--- config.mk ---
export PLATFORM = sky130hd
export DESIGN_NAME = gb_instr_feeder
export DESIGN_NICKNAME = d
export VERILOG_FILES = /design/src/rtl/gb_instr_feeder.sv
export SDC_FILE = /design/constraint.sdc
export NUM_CORES = 1
export LEC_CHECK = 0
export BUFFER_PORTS_ARGS = -buffer_cell sky130_fd_sc_hd__clkbuf_2
export CORE_MARGIN = 2
export CORE_UTILIZATION = 25
export DETAILED_ROUTE_END_ITERATION = 8
export GPL_TIMING_DRIVEN = 1
export HOLD_SLACK_MARGIN = 0.15
export PLACE_DENSITY = 0.43
export SYNTH_ARGS = -nofsm -noshare
export SYNTH_HDL_FRONTEND = slang
export SYNTH_SLANG_ARGS = --single-unit
--- constraint.sdc ---
create_clock -name clock -period 2.45 [get_ports clock]
set_input_delay 0.245 -clock clock [delete_from_list [all_inputs] [get_ports clock]]
set_output_delay 0.245 -clock clock [all_outputs]
set_load 0.02 [all_outputs]
--- src/rtl/gb_instr_feeder.sv ---
// gb_instr_feeder: buffers a program byte stream in a small FIFO, decodes
// load-immediate opcodes and issues one single-cycle valid beat per
// complete instruction to the gbprocessor.
// Optional feature macro: GB_INSTR_FEEDER_COUNT_EN adds the issue_count port.
module gb_instr_feeder #(
  parameter int FIFO_DEPTH = 4
) (
  input  logic        clock,
  input  logic        reset,
  input  logic [7:0]  in_byte,
  input  logic        in_valid,
  output logic        in_ready,
  input  logic        halt,
  output logic [7:0]  instruction,
  output logic [7:0]  data,
  output logic        valid,
  output logic        busy
`ifdef GB_INSTR_FEEDER_COUNT_EN
  ,
  output logic [15:0] issue_count
`endif
);

  localparam int AW = $clog2(FIFO_DEPTH);

  typedef enum logic {ST_OP, ST_IMM} state_t;

  logic [7:0]  r_mem [FIFO_DEPTH];
  logic [AW:0] r_wr_ptr;
  logic [AW:0] r_rd_ptr;
  state_t      r_state;
  logic [7:0]  r_op_hold;
  logic [7:0]  r_instruction;
  logic [7:0]  r_data;
  logic        r_valid;

  logic [AW:0] w_count;
  logic        w_full;
  logic        w_empty;
  logic        w_push;
  logic [7:0]  w_head;
  state_t      w_state_nxt;
  logic        w_pop;
  logic        w_issue;
  logic        w_hold_load;
  logic [7:0]  w_instr_nxt;
  logic [7:0]  w_data_nxt;

  // Load-immediate opcodes: 00_rrr_110 except rrr=110 (the (HL) form).
  function automatic logic f_is_imm(input logic [7:0] b);
    return (b[7:6] == 2'b00) && (b[2:0] == 3'b110) && (b[5:3] != 3'b110);
  endfunction

  assign w_count  = r_wr_ptr - r_rd_ptr;
  assign w_full   = (w_count == (AW+1)'(FIFO_DEPTH));
  assign w_empty  = (r_wr_ptr == r_rd_ptr);
  assign w_head   = r_mem[r_rd_ptr[AW-1:0]];
  assign in_ready = ~reset & ~w_full;
  assign w_push   = in_valid & in_ready;
  assign busy     = ~reset & (~w_empty | (r_state == ST_IMM));

  assign instruction = r_instruction;
  assign data        = r_data;
  assign valid       = r_valid;

  // FIFO storage: data only, no reset needed.
  always_ff @(posedge clock) begin
    if (w_push) r_mem[r_wr_ptr[AW-1:0]] <= in_byte;
  end

  // FIFO pointers; a full FIFO never accepts, so a pop cannot make room in the same cycle.
  always_ff @(posedge clock) begin
    if (reset) begin
      r_wr_ptr <= '0;
      r_rd_ptr <= '0;
    end else begin
      if (w_push) r_wr_ptr <= r_wr_ptr + 1'b1;
      if (w_pop)  r_rd_ptr <= r_rd_ptr + 1'b1;
    end
  end

  // FSM state register.
  always_ff @(posedge clock) begin
    if (reset) r_state <= ST_OP;
    else       r_state <= w_state_nxt;
  end

  // Next-state and issue decision; the byte popped in IMM is never decoded.
  always_comb begin
    w_state_nxt = r_state;
    w_pop       = 1'b0;
    w_issue     = 1'b0;
    w_hold_load = 1'b0;
    w_instr_nxt = r_instruction;
    w_data_nxt  = r_data;
    if (!w_empty && !halt) begin
      w_pop = 1'b1;
      if (r_state == ST_OP) begin
        if (f_is_imm(w_head)) begin
          w_hold_load = 1'b1;
          w_state_nxt = ST_IMM;
        end else begin
          w_issue     = 1'b1;
          w_instr_nxt = w_head;
          w_data_nxt  = 8'h00;
        end
      end else begin
        w_issue     = 1'b1;
        w_instr_nxt = r_op_hold;
        w_data_nxt  = w_head;
        w_state_nxt = ST_OP;
      end
    end
  end

  // Opcode holding register; only meaningful while in IMM, so not reset.
  always_ff @(posedge clock) begin
    if (w_hold_load) r_op_hold <= w_head;
  end

  // Registered issue outputs; instruction/data hold between issues.
  always_ff @(posedge clock) begin
    if (reset) begin
      r_instruction <= 8'h00;
      r_data        <= 8'h00;
      r_valid       <= 1'b0;
    end else begin
      r_instruction <= w_instr_nxt;
      r_data        <= w_data_nxt;
      r_valid       <= w_issue;
    end
  end

`ifdef GB_INSTR_FEEDER_COUNT_EN
  logic [15:0] r_issue_count;

  // Issue counter, updated on the same edge as valid; wraps naturally.
  always_ff @(posedge clock) begin
    if (reset)        r_issue_count <= 16'h0000;
    else if (w_issue) r_issue_count <= r_issue_count + 16'h0001;
  end

  assign issue_count = r_issue_count;
`endif

endmodule

==> results of run 1 <==
layout make-up:
| class | instances | area, µm² | area share [%] |
|---|---|---|---|
| Clock buffer | 11 | 141 | 4.42 |
| Clock inverter | 5 | 30.0 | 0.938 |
| Inverter | 9 | 33.8 | 1.06 |
| Multi-Input combinational cell | 92 | 806 | 25.2 |
| Sequential cell | 66 | 1720 | 53.8 |
| Tap cell | 136 | 170 | 5.32 |
| Timing Repair Buffer | 47 | 298 | 9.30 |
report_power, final:
part | switching (mW) | total, mW | internal [mW]
clock | 0.401 | 0.789 | 0.388
sequential | 0.0521 | 1.34 | 1.29
combinational | 0.420 | 0.710 | 0.290
total | 0.874 | 2.84 | 1.96
per-stage QoR:
step / cells / setup WS (ps) / power, mW
global placement: 342 / 327 / 2.08
global route: 366 / 146 / 3.02
floorplan: 177 / 331 / 1.88
finish: 366 / 320 / 2.84
detailed placement: 342 / 308 / 2.08
CTS: 366 / 299 / 2.90
worst reg2reg max path: stages (launching register included):
cell and delay (ps):
dfxtp_1 340, buf_4 160, mux4_2 560, and4bb_1 330, a31o_4 350, nor3_1 100
a31o_1 180
flip-flops by register name (all words and copies together), names as in the netlist, named ones only:
name / count
data: 8
r_rd_ptr: 3
r_state: 1
r_op_hold: 8
r_wr_ptr: 3
r_mem: 32
instruction: 8
valid: 1
cell usage in the layout, fill, tap and decap left out, drive strengths merged, types with 4 or more instances in the layout:
cell,n
edfxtp,40
ha,7
mux4,8
nor3,6
dfxtp,26
mux2i,9
inv,9
and2,4
a32oi,8
clkbuf,41
nor2,19
a31o,6
buf,9
dlygate4sd3,8
nand2,7
metal layers:
metal / global-route usage [%] / routed length, µm / vias up
li1: - / - / 764
met5: 0 / 0 / -
met3: 3.99 / 201 / 5
met1: 12.4 / 2550 / 733
met4: 3.67 / 60 / 0
met2: 16.0 / 2470 / 30
cell families (layout without fill, tap and decap cells):
family	count (synthesis)	after routing
buffers and inverters	19	72
DFF	66	66
AOI/OAI and AO/OA	24	24
adders and majority gates	7	7
muxes	17	17
xor gates and xnor gates	5	5
and+or+nand+nor	39	39
path summary, 6_finish.rpt:
path	startpoint	end	slack, ps	cells after the start
setup reg to reg	flop	instruction[3]	320	6
hold reg to reg	instruction[7]	instruction[7]	460	2
hold / removal	reset	r_wr_ptr[2]	350	4
setup / recovery	flop	instruction[3]	320	6
==> impl_metrics.env, run 1 <==
export IMPL_place_area_um2=2950
export IMPL_worst_pin_slew_ps=438
export IMPL_clock_sinks=66
export IMPL_drv_cap=0
export IMPL_area_growth_pct=22.3
export IMPL_synth_cells=177
export IMPL_synth_edf_count=40
export IMPL_hold_path_class="in2reg"
export IMPL_tns_ps=0
export IMPL_hold_buffers=8
export IMPL_crit_chain="buf_4 > mux4_2 > and4bb_1 > a31o_4 > nor3_1 > a31o_1"
export IMPL_drt_iter0_drc=73
export IMPL_worstSetupPathType="reg2reg"
export IMPL_route_detailed_drc=0
export IMPL_nets=244
export IMPL_first_pass_iters=4
export IMPL_setup_viol=0
export IMPL_fin_skew_ps=6.85
export IMPL_synth_xor_area_share_pct=1.67
export IMPL_async_flop_share_pct=0
export IMPL_hold_worst_slack_ps=354
export IMPL_synthAdderAreaFrac_pct=3.35
export IMPL_place_hpwl_um=3630
export IMPL_ys_ff_latch=66
export IMPL_root_buffer="clkbuf_8"
export IMPL_netlist_area_leader_share_pct=45.9
export IMPL_synth_area_um2=2620
export IMPL_post_cts_setup_buffers=0
export IMPL_fin_crit_sh_pct=87.0
export IMPL_ant_nets=0
export IMPL_grt_overflow=0
export IMPL_cp_num_buf_inv=1
export IMPL_insertion_delay_ps=330
export IMPL_synth_area_per_cell_um2=14.8
export IMPL_crit_family="multiplexers"
export IMPL_max_slew_margin_pct=70.5
export IMPL_fmaxAchievable_mhz=469
export IMPL_synth_cell_type_count=31
export IMPL_die_height_um=106
export IMPL_numCtsBuffers=9
export IMPL_required_ps=2680
export IMPL_fill_cells=1032
export IMPL_ys_flop_type="edfxtp_1"
export IMPL_viasPerCell=4.19
export IMPL_maxSlewViolCount=0
export IMPL_vias=1532
export IMPL_cts_resized=0
export IMPL_end_kind="flop"
export IMPL_clockBufferDepth=2
export IMPL_wl_um=5280
export IMPL_cpPeakStageDelay_ps=560
export IMPL_die_w_um=106
export IMPL_rsz0062_at_grt="false"
export IMPL_ios=31
export IMPL_grt_total_usage_pct=10.1
export IMPL_antenna_found_initial=0
export IMPL_io_buffers=30
export IMPL_arrival_ps=2360
export IMPL_postLayoutCellArea_um2=3200
export IMPL_grt_first_pass_wirelength_um=8360
export IMPL_cp_max_fo=23
export IMPL_row_count=37
export IMPL_power_density_nw_per_um2=887
export IMPL_status="completed"
export IMPL_final_layout_size_suffix_gt1_share_pct=28.3
export IMPL_core_um2=10200
export IMPL_yosysMostFrequentCell="edfxtp_1"
export IMPL_grt_max_degree=26
export IMPL_cts_htree_levels=3
export IMPL_path_clk_slew_ps=70
export IMPL_period_needed_ps=2130
export IMPL_start_kind="flop"
export IMPL_synthTopCellsByArea="edfxtp_1 46%, dfxtp_1 20%, mux4_2 6.9%, mux2i_1 3.4%, ha_1 3.3%"
export IMPL_yosys_warnings=0
export IMPL_yosysSeqAreaShare_pct=65.8
export IMPL_yosysTopAreaCell="edfxtp_1"
export IMPL_grt_pass1_vias=1553
export IMPL_place_gp_congestion=0.698
export IMPL_p_leak_nw=1.14
export IMPL_start_util_pct=25.6
export IMPL_ir_worst_vdd_v=0.000289
export IMPL_wire_per_inst_um=14.4
export IMPL_muxShareOfSynthArea_pct=10.3
export IMPL_syn_num_nets=196
export IMPL_n_antenna_cell=0
export IMPL_synth_compound_area_share_pct=8.23
export IMPL_fin_util_pct=31.3
export IMPL_synth_top_family_by_area="multiplexers"
export IMPL_synth_common_cells="40 x edfxtp_1, 26 x dfxtp_1, 19 x nor2_1"
export IMPL_yosys_area_share_simple_pct=7.22
export IMPL_crit_slowest_cell="mux4_2"
export IMPL_finalHoldViolCount=0
export IMPL_cts_tree="yes"
export IMPL_dieArea_um2=11300
No activity file was read; power rests on OpenSTA's default activity.
==> run 2: changes to the inputs <==
Settings changed: CORE_UTILIZATION 25 to 54, PLACE_DENSITY 0.43 to 0.77.
==> run 2 against run 1 <==
Net effect: combinational power decreased by 4.8%; core utilization up 36 points; setup slack worse by 35 ps; worst hold slack got worse by 31 ps; fmax down 1.6%; cell count down 23%; clock-buffer cell count down 1; routed wire length shrank 12%; critical path type unchanged; critical endpoint is now r_mem[3][7].
==> impl_metrics.env, run 2 (synthesis results as in run 1) <==
export IMPL_area_growth_pct=20.3
export IMPL_fin_ws_ps=284
export IMPL_mostFrequentLayoutCells="40 x edfxtp_1, 30 x clkbuf_2, 25 x dfxtp_1"
export IMPL_grt_pass1_vias=1576
export IMPL_vias=1582
export IMPL_start_kind="flop"
export IMPL_place_hpwl_um=3220
export IMPL_nets=241
export IMPL_first_pass_iters=4
export IMPL_hold_depth=4
export IMPL_arrival_ps=2150
export IMPL_r2r_cells=6
export IMPL_worstSetupPathType="reg2reg"
export IMPL_end_kind="flop"
export IMPL_ios=31
export IMPL_grt_max_degree=26
export IMPL_p_leak_nw=1.17
export IMPL_clock_sinks=66
export IMPL_place_gp_congestion=0.792
export IMPL_fin_util_pct=67.1
export IMPL_hold_worst_slack_ps=322
export IMPL_drv_cap=0
export IMPL_hold_path_class="in2reg"
export IMPL_fill_cells=350
export IMPL_tns_ps=0
export IMPL_post_cts_setup_buffers=0
export IMPL_max_slew_margin_pct=63.9
export IMPL_path_clk_slew_ps=70
export IMPL_die_w_um=73.6
export IMPL_cts_htree_levels=3
export IMPL_ir_worst_vdd_v=0.000757
export IMPL_pre_cts_slack_ps=178
export IMPL_maxSlewViolCount=0
export IMPL_wl_um=4660
export IMPL_dieArea_um2=5420
export IMPL_finalHoldViolCount=0
export IMPL_io_buffers=30
export IMPL_cp_max_fo=9
export IMPL_clockBufferDepth=2
export IMPL_grt_first_pass_wirelength_um=7380
export IMPL_grt_overflow=0
export IMPL_antenna_found_initial=0
export IMPL_drt_iter0_drc=133
export IMPL_largest_reg_flops=32
export IMPL_row_count=25
export IMPL_fmaxAchievable_mhz=462
export IMPL_wire_per_inst_um=16.6
export IMPL_rsz0062_at_grt="false"
export IMPL_numCtsBuffers=9
export IMPL_worst_pin_slew_ps=541
export IMPL_fin_skew_ps=8.37
export IMPL_die_height_um=73.6
export IMPL_n_antenna_cell=0
export IMPL_root_buffer="clkbuf_8"
export IMPL_setup_viol=0
export IMPL_route_detailed_drc=0
export IMPL_required_ps=2430
export IMPL_final_common_cell="edfxtp_1"
export IMPL_start_util_pct=55.8
export IMPL_period_needed_ps=2170
export IMPL_grt_total_usage_pct=19.2
export IMPL_fin_crit_sh_pct=88.4
export IMPL_viasPerCell=5.63
export IMPL_ant_nets=0
export IMPL_final_layout_size_suffix_gt1_share_pct=28.6
export IMPL_insertion_delay_ps=340
export IMPL_power_density_nw_per_um2=994
export IMPL_power_mw=3.13
export IMPL_status="completed"
export IMPL_core_um2=4690
export IMPL_cts_tree="yes"
run 2: final timing paths:
path / start / slack [ps] / end
hold / removal: reset / 320 / r_wr_ptr[2]
hold reg to reg: instruction[7] / 450 / instruction[7]
setup / recovery: r_wr_ptr[0] / 280 / r_mem[3][7]
setup reg to reg: r_wr_ptr[0] / 280 / r_mem[3][7]
run 2: critical path: stages (launching register included):
cell	delay, ps
dfxtp_1	390
inv_1	110
ha_1	190
nor2b_1	130
xnor2_1	180
o211a_1	290
and2_1	510
run 2: per-layer routing:
layer / up-vias / track usage (%) / routed length (µm)
li1: 753 / - / -
met4: 0 / 9.09 / 83
met5: - / 0 / 0
met1: 786 / 22.5 / 2010
met3: 7 / 6.17 / 171
met2: 36 / 31.8 / 2400
run 2: report_power, final:
part,internal (mW),switching [mW]
sequential,1.29,0.0673
clock,0.679,0.416
combinational,0.278,0.399
run 2: area by class of cell:
type / count / area (µm²) / share of cell area, %
Clock buffer: 10 / 128 / 4.05
Timing Repair Buffer: 44 / 275 / 8.74
Clock inverter: 6 / 115 / 3.66
Sequential cell: 66 / 1720 / 54.7
Multi-Input combinational cell: 92 / 806 / 25.6
Inverter: 9 / 33.8 / 1.07
Tap cell: 54 / 67.6 / 2.15
run 2: what timing repair did:
item / in CTS / in global routing
hold endpoints to repair: 32 / 0
hold buffers: 8 / 0
endpoints found under the setup margin: 0 / 2
gates resized for setup: 0 / 1
run 2: through the flow:
stage	area, µm²	std cells
after floorplan	2620	177
after global placement	2820	257
after detailed placement	2820	257
after CTS	3150	281
after global routing	3150	281
final	3150	281
